## config.mk

```make
export PLATFORM = sky130hd
export DESIGN_NAME = imem_boot_loader_flat
export DESIGN_NICKNAME = d
export VERILOG_FILES = /design/src/rtl/imem_boot_loader_if.sv /design/src/rtl/imem_boot_loader.sv /design/src/flat_wrapper.sv
export SDC_FILE = /design/constraint.sdc
export NUM_CORES = 1
export LEC_CHECK = 0
export BUFFER_PORTS_ARGS = -buffer_cell sky130_fd_sc_hd__buf_2
export CAP_MARGIN = 10
export CORE_MARGIN = 1.5
export CORE_UTILIZATION = 23
export CTS_BUF_LIST = sky130_fd_sc_hd__clkbuf_8
export CTS_CLUSTER_DIAMETER = 80
export CTS_CLUSTER_SIZE = 24
export DETAILED_ROUTE_END_ITERATION = 10
export HOLD_SLACK_MARGIN = 0.12
export MAX_ROUTING_LAYER = met4
export PLACE_DENSITY_LB_ADDON = 0.2
export SETUP_SLACK_MARGIN = 0.2
export SYNTH_ARGS = -nofsm -noshare
export SYNTH_HDL_FRONTEND = slang
export SYNTH_SLANG_ARGS = --single-unit
```

## constraint.sdc

```tcl
create_clock -name clk -period 6.4 [get_ports clk]
set_input_delay 1.92 -clock clk [delete_from_list [all_inputs] [get_ports clk]]
set_output_delay 1.92 -clock clk [all_outputs]
set_load 0.05 [all_outputs]
```

## src/rtl/imem_boot_loader_if.sv

```systemverilog
// Stream-in and IMEM-write bus of the instruction-memory boot loader.
// The loader masters the IMEM write port and consumes the stream; the environment is the slave.
interface imem_boot_loader_if #(
    parameter int ADDR_WIDTH = 9
);
    // Handshake: a byte transfers on a rising clk edge where rx_valid && rx_ready.
    // rx_data must stay stable while rx_valid is high and the byte has not transferred.
    logic [7:0]            rx_data;
    logic                  rx_valid;
    logic                  rx_ready;
    logic                  mem_we;
    logic [ADDR_WIDTH-1:0] mem_addr;
    logic [7:0]            mem_wdata;

    modport master (
        input  rx_data,
        input  rx_valid,
        output rx_ready,
        output mem_we,
        output mem_addr,
        output mem_wdata
    );

    modport slave (
        output rx_data,
        output rx_valid,
        input  rx_ready,
        input  mem_we,
        input  mem_addr,
        input  mem_wdata
    );
endinterface

```

## src/rtl/imem_boot_loader.sv

```systemverilog
// Loads a framed byte stream (LEN_HI, LEN_LO, payload, CSUM) into IMEM from address 0
// and releases the core only after a frame with a good checksum has been written.
module imem_boot_loader #(
    parameter int ADDR_WIDTH     = 9,
    parameter int TIMEOUT_CYCLES = 1024
) (
    input  logic                       clk,
    input  logic                       rst,
    input  logic                       start,
    imem_boot_loader_if.master         bus,
    output logic                       busy,
    output logic                       done,
    output logic                       err,
    output logic                       core_run,
    output logic [2:0]                 state_dbg
);

    typedef enum logic [2:0] {
        S_IDLE   = 3'd0,
        S_LEN_HI = 3'd1,
        S_LEN_LO = 3'd2,
        S_DATA   = 3'd3,
        S_CSUM   = 3'd4,
        S_DONE   = 3'd5,
        S_ERROR  = 3'd6
    } state_t;

    localparam int              TW       = (TIMEOUT_CYCLES > 1) ? $clog2(TIMEOUT_CYCLES) : 1;
    localparam bit              TO_EN    = (TIMEOUT_CYCLES > 0);
    localparam logic [TW-1:0]   TO_LAST  = TW'((TIMEOUT_CYCLES > 0) ? TIMEOUT_CYCLES - 1 : 0);
    localparam logic [16:0]     CAPACITY = 17'(1) << ADDR_WIDTH;
    localparam logic [ADDR_WIDTH:0] REM_ONE = (ADDR_WIDTH + 1)'(1);

    state_t                state_q, state_d;
    logic [7:0]            len_hi_q, len_hi_d;
    logic [ADDR_WIDTH:0]   rem_q, rem_d;
    logic [ADDR_WIDTH-1:0] addr_q, addr_d;
    logic [7:0]            sum_q, sum_d;
    logic [TW-1:0]         timer_q, timer_d;
    logic                  rx_ready_q, rx_ready_d;
    logic                  mem_we_q, mem_we_d;
    logic [ADDR_WIDTH-1:0] mem_addr_q, mem_addr_d;
    logic [7:0]            mem_wdata_q, mem_wdata_d;
    logic                  busy_q, busy_d;
    logic                  done_q, done_d;
    logic                  err_q, err_d;
    logic                  core_run_q, core_run_d;

    logic                  acc;
    logic                  busy_now;
    logic                  timed_out;
    logic [16:0]           len17;
    logic [7:0]            csum_chk;
    logic                  busy_next;

    always_comb begin
        state_d     = state_q;
        len_hi_d    = len_hi_q;
        rem_d       = rem_q;
        addr_d      = addr_q;
        sum_d       = sum_q;
        timer_d     = timer_q;
        mem_we_d    = 1'b0;
        mem_addr_d  = mem_addr_q;
        mem_wdata_d = mem_wdata_q;

        acc       = bus.rx_valid && rx_ready_q;
        busy_now  = (state_q == S_LEN_HI) || (state_q == S_LEN_LO) ||
                    (state_q == S_DATA)   || (state_q == S_CSUM);
        timed_out = TO_EN && busy_now && !acc && (timer_q == TO_LAST);
        len17     = {1'b0, len_hi_q, bus.rx_data};
        csum_chk  = sum_q + bus.rx_data;

        // The idle timer reloads on every accepted byte while a load is active.
        if (busy_now) begin
            timer_d = acc ? '0 : timer_q + 1'b1;
        end

        case (state_q)
            S_IDLE, S_DONE, S_ERROR: begin
                if (start) begin
                    state_d  = S_LEN_HI;
                    len_hi_d = '0;
                    rem_d    = '0;
                    addr_d   = '0;
                    sum_d    = '0;
                    timer_d  = '0;
                end
            end
            S_LEN_HI: begin
                if (acc) begin
                    len_hi_d = bus.rx_data;
                    state_d  = S_LEN_LO;
                end
            end
            S_LEN_LO: begin
                if (acc) begin
                    rem_d = len17[ADDR_WIDTH:0];
                    if (len17 > CAPACITY) begin
                        state_d = S_ERROR;
                    end else if (len17 == 17'd0) begin
                        state_d = S_CSUM;
                    end else begin
                        state_d = S_DATA;
                    end
                end
            end
            S_DATA: begin
                if (acc) begin
                    mem_we_d    = 1'b1;
                    mem_addr_d  = addr_q;
                    mem_wdata_d = bus.rx_data;
                    sum_d       = csum_chk;
                    rem_d       = rem_q - 1'b1;
                    // Hold the address on the final byte so a full-capacity frame never wraps.
                    if (rem_q == REM_ONE) begin
                        state_d = S_CSUM;
                    end else begin
                        addr_d = addr_q + 1'b1;
                    end
                end
            end
            S_CSUM: begin
                if (acc) begin
                    state_d = (csum_chk == 8'd0) ? S_DONE : S_ERROR;
                end
            end
            default: state_d = S_IDLE;
        endcase

        if (timed_out) begin
            state_d = S_ERROR;
        end

        busy_next  = (state_d == S_LEN_HI) || (state_d == S_LEN_LO) ||
                     (state_d == S_DATA)   || (state_d == S_CSUM);
        rx_ready_d = busy_next;
        busy_d     = busy_next;
        done_d     = (state_d == S_DONE);
        err_d      = (state_d == S_ERROR);
        core_run_d = (state_d == S_DONE);
    end

    always_ff @(posedge clk or posedge rst) begin
        if (rst) begin
            state_q     <= S_IDLE;
            len_hi_q    <= '0;
            rem_q       <= '0;
            addr_q      <= '0;
            sum_q       <= '0;
            timer_q     <= '0;
            rx_ready_q  <= 1'b0;
            mem_we_q    <= 1'b0;
            mem_addr_q  <= '0;
            mem_wdata_q <= '0;
            busy_q      <= 1'b0;
            done_q      <= 1'b0;
            err_q       <= 1'b0;
            core_run_q  <= 1'b0;
        end else begin
            state_q     <= state_d;
            len_hi_q    <= len_hi_d;
            rem_q       <= rem_d;
            addr_q      <= addr_d;
            sum_q       <= sum_d;
            timer_q     <= timer_d;
            rx_ready_q  <= rx_ready_d;
            mem_we_q    <= mem_we_d;
            mem_addr_q  <= mem_addr_d;
            mem_wdata_q <= mem_wdata_d;
            busy_q      <= busy_d;
            done_q      <= done_d;
            err_q       <= err_d;
            core_run_q  <= core_run_d;
        end
    end

    assign bus.rx_ready  = rx_ready_q;
    assign bus.mem_we    = mem_we_q;
    assign bus.mem_addr  = mem_addr_q;
    assign bus.mem_wdata = mem_wdata_q;
    assign busy          = busy_q;
    assign done          = done_q;
    assign err           = err_q;
    assign core_run      = core_run_q;
    assign state_dbg     = state_q;

endmodule

```

## src/flat_wrapper.sv

```systemverilog
// flat-port wrapper written by rule: the top's interface ports become plain ports
module imem_boot_loader_flat 
#(
    parameter int ADDR_WIDTH     = 9,
    parameter int TIMEOUT_CYCLES = 1024
)
  (clk, rst, start, busy, done, err, core_run, state_dbg, bus_rx_data, bus_rx_valid, bus_rx_ready, bus_mem_we, bus_mem_addr, bus_mem_wdata);
  imem_boot_loader_if #(.ADDR_WIDTH(ADDR_WIDTH)) bus_i ();
  input  logic clk;
  input  logic rst;
  input  logic start;
  output logic busy;
  output logic done;
  output logic err;
  output logic core_run;
  output logic [2:0] state_dbg;
  input wire logic [$bits(bus_i.rx_data)-1:0] bus_rx_data;
  input wire logic [$bits(bus_i.rx_valid)-1:0] bus_rx_valid;
  output wire logic [$bits(bus_i.rx_ready)-1:0] bus_rx_ready;
  output wire logic [$bits(bus_i.mem_we)-1:0] bus_mem_we;
  output wire logic [$bits(bus_i.mem_addr)-1:0] bus_mem_addr;
  output wire logic [$bits(bus_i.mem_wdata)-1:0] bus_mem_wdata;
  assign bus_i.rx_data = bus_rx_data;
  assign bus_i.rx_valid = bus_rx_valid;
  assign bus_rx_ready = bus_i.rx_ready;
  assign bus_mem_we = bus_i.mem_we;
  assign bus_mem_addr = bus_i.mem_addr;
  assign bus_mem_wdata = bus_i.mem_wdata;
  imem_boot_loader #(.ADDR_WIDTH(ADDR_WIDTH), .TIMEOUT_CYCLES(TIMEOUT_CYCLES)) u_core (.clk(clk), .rst(rst), .start(start), .bus(bus_i), .busy(busy), .done(done), .err(err), .core_run(core_run), .state_dbg(state_dbg));
endmodule
```

---- After elaboration in Yosys (flattened, before gate mapping) ----
Index checks and enable logic that the tools add are counted.
storage, ports and cells
  register bits after elaboration ......... 69
  input port bits ......................... 12
  word-level logic and storage cells ...... 88
cells by class
  add/subtract/negate cells ............... 4
  $lt $le $gt $ge ......................... 1
  equal/unequal tests ..................... 19
  mux-type cells .......................... 30
  reduce and logical (&&, ||, !) cells .... 22
operators by type and width
  cell                                                    count
  two-way mux 10 bit                                      7
  one-hot mux 8 bit (2 select lines)                      2
  one-hot mux 10 bit (3 select lines)                     1
  two-way mux 3 bit                                       9
  two-way mux 9 bit                                       3
  two-way mux 8 bit                                       3
  equality test 3 bit (second input constant)             6
  one-hot mux 9 bit (2 select lines)                      1
  > comparator 16 x 10 -> 1 bit (second input constant)   1
  logical NOT 16 bit                                      1
  one-hot mux 3 bit (5 select lines)                      1
  equality test 3 x 2 -> 1 bit (second input constant)    4
  adder 10 x 1 -> 10 bit (second input constant)          1
  equality test 10 x 1 -> 1 bit (second input constant)   1
  equality test 10 bit (second input constant)            1
  subtractor 10 x 1 -> 10 bit (second input constant)     1
  adder 9 x 1 -> 9 bit (second input constant)            1
  adder 8 bit                                             1
  logical NOT 8 bit                                       1
  AND reduction 4 bit                                     2
  equality test 3 x 1 -> 1 bit (second input constant)    2
  logical OR 1 bit                                        6
  inequality test 2 x 1 -> 1 bit (second input constant)  3
  AND reduction 3 bit                                     2
  10 further kinds                                        15

---- Longest topological paths before layout ----
  depth after elaboration ................. 11
  mapped depth ............................ 10

---- Worst setup path before layout ----
No wires, ideal clock.
  kind .................................... input-to-reg
  start point ............................. input bus_rx_data[0]
  end point ............................... register u_core.rx_ready_q (netlist: u_core.bus.rx_ready)
  library setup time ...................... 123 ps
  arrival ................................. 4,104 ps
  path slack .............................. 2,173 ps
  cell stages on the path ................. 10
  path buffers ............................ 0
  path through ............................ ha_1 > inv_1 > fa_1 > and2b_1 > o22ai_2 > xnor2_1 > or3_1 > or4b_4 > and3_1 > mux2i_1
between the ends
  longest elaborated chain between the ends .. 10
ends and longest elaborated chain
  element                                                                       RTL line                                          text
  start, declared                                                               flat_wrapper.sv:17                                input wire logic [$bits(bus_i.rx_data)-1:0] bus_rx_data;
  adder 8 bit or logical NOT 16 bit (tied branches)                             imem_boot_loader.sv:72, imem_boot_loader.sv:101
  logical NOT 8 bit or two-way mux 3 bit (tied branches)                        imem_boot_loader.sv:125, imem_boot_loader.sv:101
  two-way mux 2 bit or two-way mux 3 bit (tied branches)                        imem_boot_loader.sv:125, imem_boot_loader.sv:99
  two-way mux 3 bit (on tied branches)                                          imem_boot_loader.sv:124, imem_boot_loader.sv:97
  one-hot mux 3 bit (5 select lines) (*)                                        imem_boot_loader.sv:79                            case (state_q)
  two-way mux 3 bit (*)                                                         imem_boot_loader.sv:131                           if (timed_out) begin
  equality test 3 x 1 -> 1 bit or equality test 3 x 2 -> 1 bit (tied branches)  imem_boot_loader.sv:135                           busy_next = (state_d == S_LEN_HI) || (state_d == S_LEN_LO) ||
  logical OR 1 bit (2 in series)                                                imem_boot_loader.sv:135
  logical OR 1 bit (*)                                                          imem_boot_loader.sv:136                           (state_d == S_DATA) || (state_d == S_CSUM);
  named net u_core.busy_d                                                       imem_boot_loader.sv:44                            logic busy_q, busy_d;
  end signal, assigned                                                          imem_boot_loader.sv:167                           rx_ready_q <= rx_ready_d;
  end, declared                                                                 imem_boot_loader.sv:40                            logic rx_ready_q, rx_ready_d;
Mark *: on every way through the listed nets, which the timed path passes. The rest lies on a longest branch.
A chain may end at the register's enable or synchronous reset.

---- Worst setup path after layout ----
Same ends and word-level chain as after synthesis.

==> results.yml <==
die:
  initial_utilization_pct: 23.7
  core_sq_um: 15900
  row_count: 46
  fp.dieH_microns: 131
  dieArea_sq_um: 17200
  die_x_microns: 131
  top_level_ports: 38
worst_setup_path:
  crit_path_start: "bus_rx_data[0]"
  cp.required_ns: 6.64
  r2r_end: "u_core.bus.rx_ready$_DFF_PP0_"
  worst_setup_path_start_kind: "input port"
  cp_max_fo: 5
  r2r_cells: 7
  cp-endpoint: "u_core.bus.rx_ready$_DFF_PP0_"
  rrSetupSlack_ns: 3.51
  end_kind: "flip-flop"
  cp.arrival_ns: 4.42
  path_class: "input port to flip-flop"
  r2r_start: "u_core.state_dbg[0]$_DFF_PP0_"
logic_synthesis:
  synth_nets: 464
  synthAdderAreaFrac_pct: 4.17
  synth_seq_area_share_pct: 45.7
  synth-simple-area-share_pct: 24.8
  syn_area_sq_um: 3780
  yosysWarnings: 0
  yosys.area_share.xor_xnor_pct: 4.17
  synth.area.mux_share_pct: 0.530
  yosysUniqueCellTypes: 53
  synth_compound_area_share_pct: 16.3
  ys_ff_latch: 69
  avgSynthCellArea_sq_um: 8.58
  synth_top_family_by_area: "simple AND/OR/NAND/NOR gates"
  synth_edf_count: 0
  netlist_instances: 440
  synth-async-reset-ratio_pct: 100
  synth_flop_cell: "dfrtp_1"
power_and_ir_drop:
  irDropWorstVdd_mv: 0.172
  p_leak_nw: 2.06
  power.density_nw_per_um2: 460
timing:
  hold_viol: 0
  slew_viol_final: 0
  max_slew_margin_pct: 36.4
  setup_viol: 0
  worst_slew_pin_slew_ns: 0.955
  grt_setup_unrepaired: "false"
  skew_ns: 0.0127
  clock.fmax_mhz: 240
  period_needed_ns: 4.17
  finalCritPeriodShare_pct: 65.2
  fin_tns_setup_ns: 0
route:
  ant_nets: 0
  finalWirelength_microns: 10100
  wl_per_cell_microns: 14.6
  drt_iter0_markers: 124
  drc: 0
  num_vias: 3213
  dr.pass1.iters: 4
  via_per_inst: 4.62
final_layout:
  nFillCells: 1737
  final_common_cell: "nand2_1"
  drive_gt1_share_pct: 14.4
  fin_cells: 695
  finish.instance_area_sq_um: 4410
  area_growth_pct: 16.6
  final_cell_mix: "nand2_1, dfrtp_1, o21ai_0, buf_2, nor2_1"
  n_antenna_cell: 0
  fin_nets: 498
placed_design:
  dpl.cell_count: 678
  placed_cell_area_sq_um: 4150
  port_buffers: 37
  hpwlAfterDp_microns: 6950
  gp_congestion: 0.728
clock_network:
  postCtsHoldBufs: 0
  insertion_delay_ns: 0.36
  clock-root-buffer: "clkbuf_8"
  cts_tree: "done"
  clock_path_buffers: 2
  post_cts_buffers: 0
  cts_buffers: 9
  cts.repair.resized: 0
  clock_sinks: 69
  h-tree-depth: 3
  cts.clk_slew.worst_paths_ns: 0.08
global_routing:
  grt_pass1_vias: 3346
  use_met3_pct: 2.55
  antenna_found_initial: 0
  grt_max_degree: 52
  grt-busiest-layer: "met2"
  use_met2_pct: 20.6
  grt_pass1_wl_microns: 17400
  grt_use_met1_pct: 16.4
  overflow: 0
  grtUsageTotal_pct: 13.0
min_path:
  min_path_type: "flip-flop to flip-flop"
flow_run:
  maxCapViolCount: 0
status:
  outcome: "complete, no violations"
[cells in the mapped netlist (2+ instances only)]
| library cell | number | area (sq um) |
|---|---|---|
| buf_4 | 2 | 15.0 |
| nor4_1 | 10 | 62.6 |
| nand3_1 | 9 | 45.0 |
| o21a_1 | 2 | 15.0 |
| ha_1 | 11 | 138 |
| xnor2_1 | 8 | 70.1 |
| a21o_1 | 2 | 15.0 |
| or3_1 | 3 | 18.8 |
| nor2b_1 | 7 | 43.8 |
| a21oi_1 | 26 | 130 |
| nor3_1 | 11 | 55.1 |
| a31oi_1 | 2 | 12.5 |
| a211o_2 | 2 | 20.0 |
| o31ai_1 | 2 | 15.0 |
| and3_1 | 8 | 50.1 |
| o21ai_0 | 39 | 195 |
| dfrtp_1 | 69 | 1730 |
| mux2i_1 | 2 | 20.0 |
| and2_1 | 2 | 12.5 |
| clkbuf_1 | 13 | 48.8 |
| clkbuf_8 | 2 | 27.5 |
| buf_6 | 2 | 22.5 |
| o41ai_1 | 2 | 17.5 |
| nand2_1 | 108 | 405 |
| inv_1 | 12 | 45.0 |
| o211a_1 | 2 | 20.0 |
| xor2_1 | 10 | 87.6 |
| nor2_1 | 31 | 116 |
| a211oi_1 | 3 | 22.5 |
| nor3b_1 | 4 | 30.0 |
| nand4_1 | 6 | 37.5 |
| o22ai_1 | 7 | 43.8 |
[final cells by class]
class | instances | area, sq um | share of cell area [%]
repair buffers | 42 | 220 | 5.00
inverters | 13 | 48.8 | 1.11
well taps | 216 | 270 | 6.13
multi-input cells | 339 | 1890 | 42.9
clock inverters | 7 | 124 | 2.81
flip-flops and latches | 69 | 1730 | 39.2
clock buffers | 9 | 124 | 2.81
[per-layer routing]
| layer | part of all wire [%] | vias to the layer above |
|---|---|---|
| li1 | - | 1592 |
| met1 | 49 | 1571 |
| met2 | 47 | 39 |
| met3 | 2.5 | 11 |
| met4 | 1.9 | 0 |
| met5 | 0 | - |
[logic make-up after synthesis]
group | count (synthesis)
xor+xnor | 18
flops | 69
mux | 2
compound gates | 101
buf+inv | 32
simple gates | 206
fa+ha+maj | 12
[critical path: stages]
cell and delay [ns]:
buf_2 0.13, ha_1 0.19, inv_1 0.06, fa_1 0.39
and2b_1 0.26, o22ai_2 0.09, xnor2_1 0.14, or3_1 0.40
or4b_4 0.51, and3_1 0.21, mux2i_1 0.11
[worst min-delay path by stage]
stage               slack, ns                             endpoint  cells after the start                                start
floorplan                0.46   u_core.bus.mem_addr[8]$_DFFE_PP0P_                      2         u_core.addr_q[8]$_DFFE_PP0P_
global placement         0.45  u_core.bus.mem_wdata[6]$_DFFE_PP0P_                      2  u_core.bus.mem_wdata[6]$_DFFE_PP0P_
detailed placement       0.46   u_core.bus.mem_addr[5]$_DFFE_PP0P_                      2   u_core.bus.mem_addr[5]$_DFFE_PP0P_
CTS                      0.48  u_core.bus.mem_wdata[0]$_DFFE_PP0P_                      2  u_core.bus.mem_wdata[0]$_DFFE_PP0P_
global route             0.50  u_core.bus.mem_wdata[0]$_DFFE_PP0P_                      2  u_core.bus.mem_wdata[0]$_DFFE_PP0P_
finish                   0.47   u_core.bus.mem_addr[0]$_DFFE_PP0P_                      2   u_core.bus.mem_addr[0]$_DFFE_PP0P_
[through the flow]
step / hold WS (ns) / utilization (%) / total power, mW / setup slack, ns
4_1_cts: 0.481 / 27.6 / 2.05 / 2.24
6_report: 0.473 / 27.6 / 2.03 / 2.23
2_1_floorplan: 0.459 / - / 1.37 / 2.17
3_5_place_dp: 0.460 / 26.0 / 1.59 / 1.86
5_1_grt: 0.498 / 27.6 / 2.20 / 2.06
3_3_place_gp: 0.455 / 26.0 / 1.58 / 1.88
[flip-flops by register name, indices dropped and copies added, names as in the netlist]
signal,count
u_core.sum_q,8
u_core.bus.mem_wdata,8
u_core.err,1
u_core.bus.mem_we,1
u_core.state_dbg,3
u_core.rem_q,10
u_core.bus.rx_ready,1
u_core.done,1
u_core.len_hi_q,8
u_core.bus.mem_addr,9
u_core.addr_q,9
u_core.timer_q,10
[power breakdown]
| group | internal [mW] | switching (mW) |
|---|---|---|
| logic | 0.292 | 0.610 |
| clock network | 0.261 | 0.185 |
| registers | 0.548 | 0.132 |
| total | 1.10 | 0.928 |
Note: power is estimated with default switching activity, not from simulation.
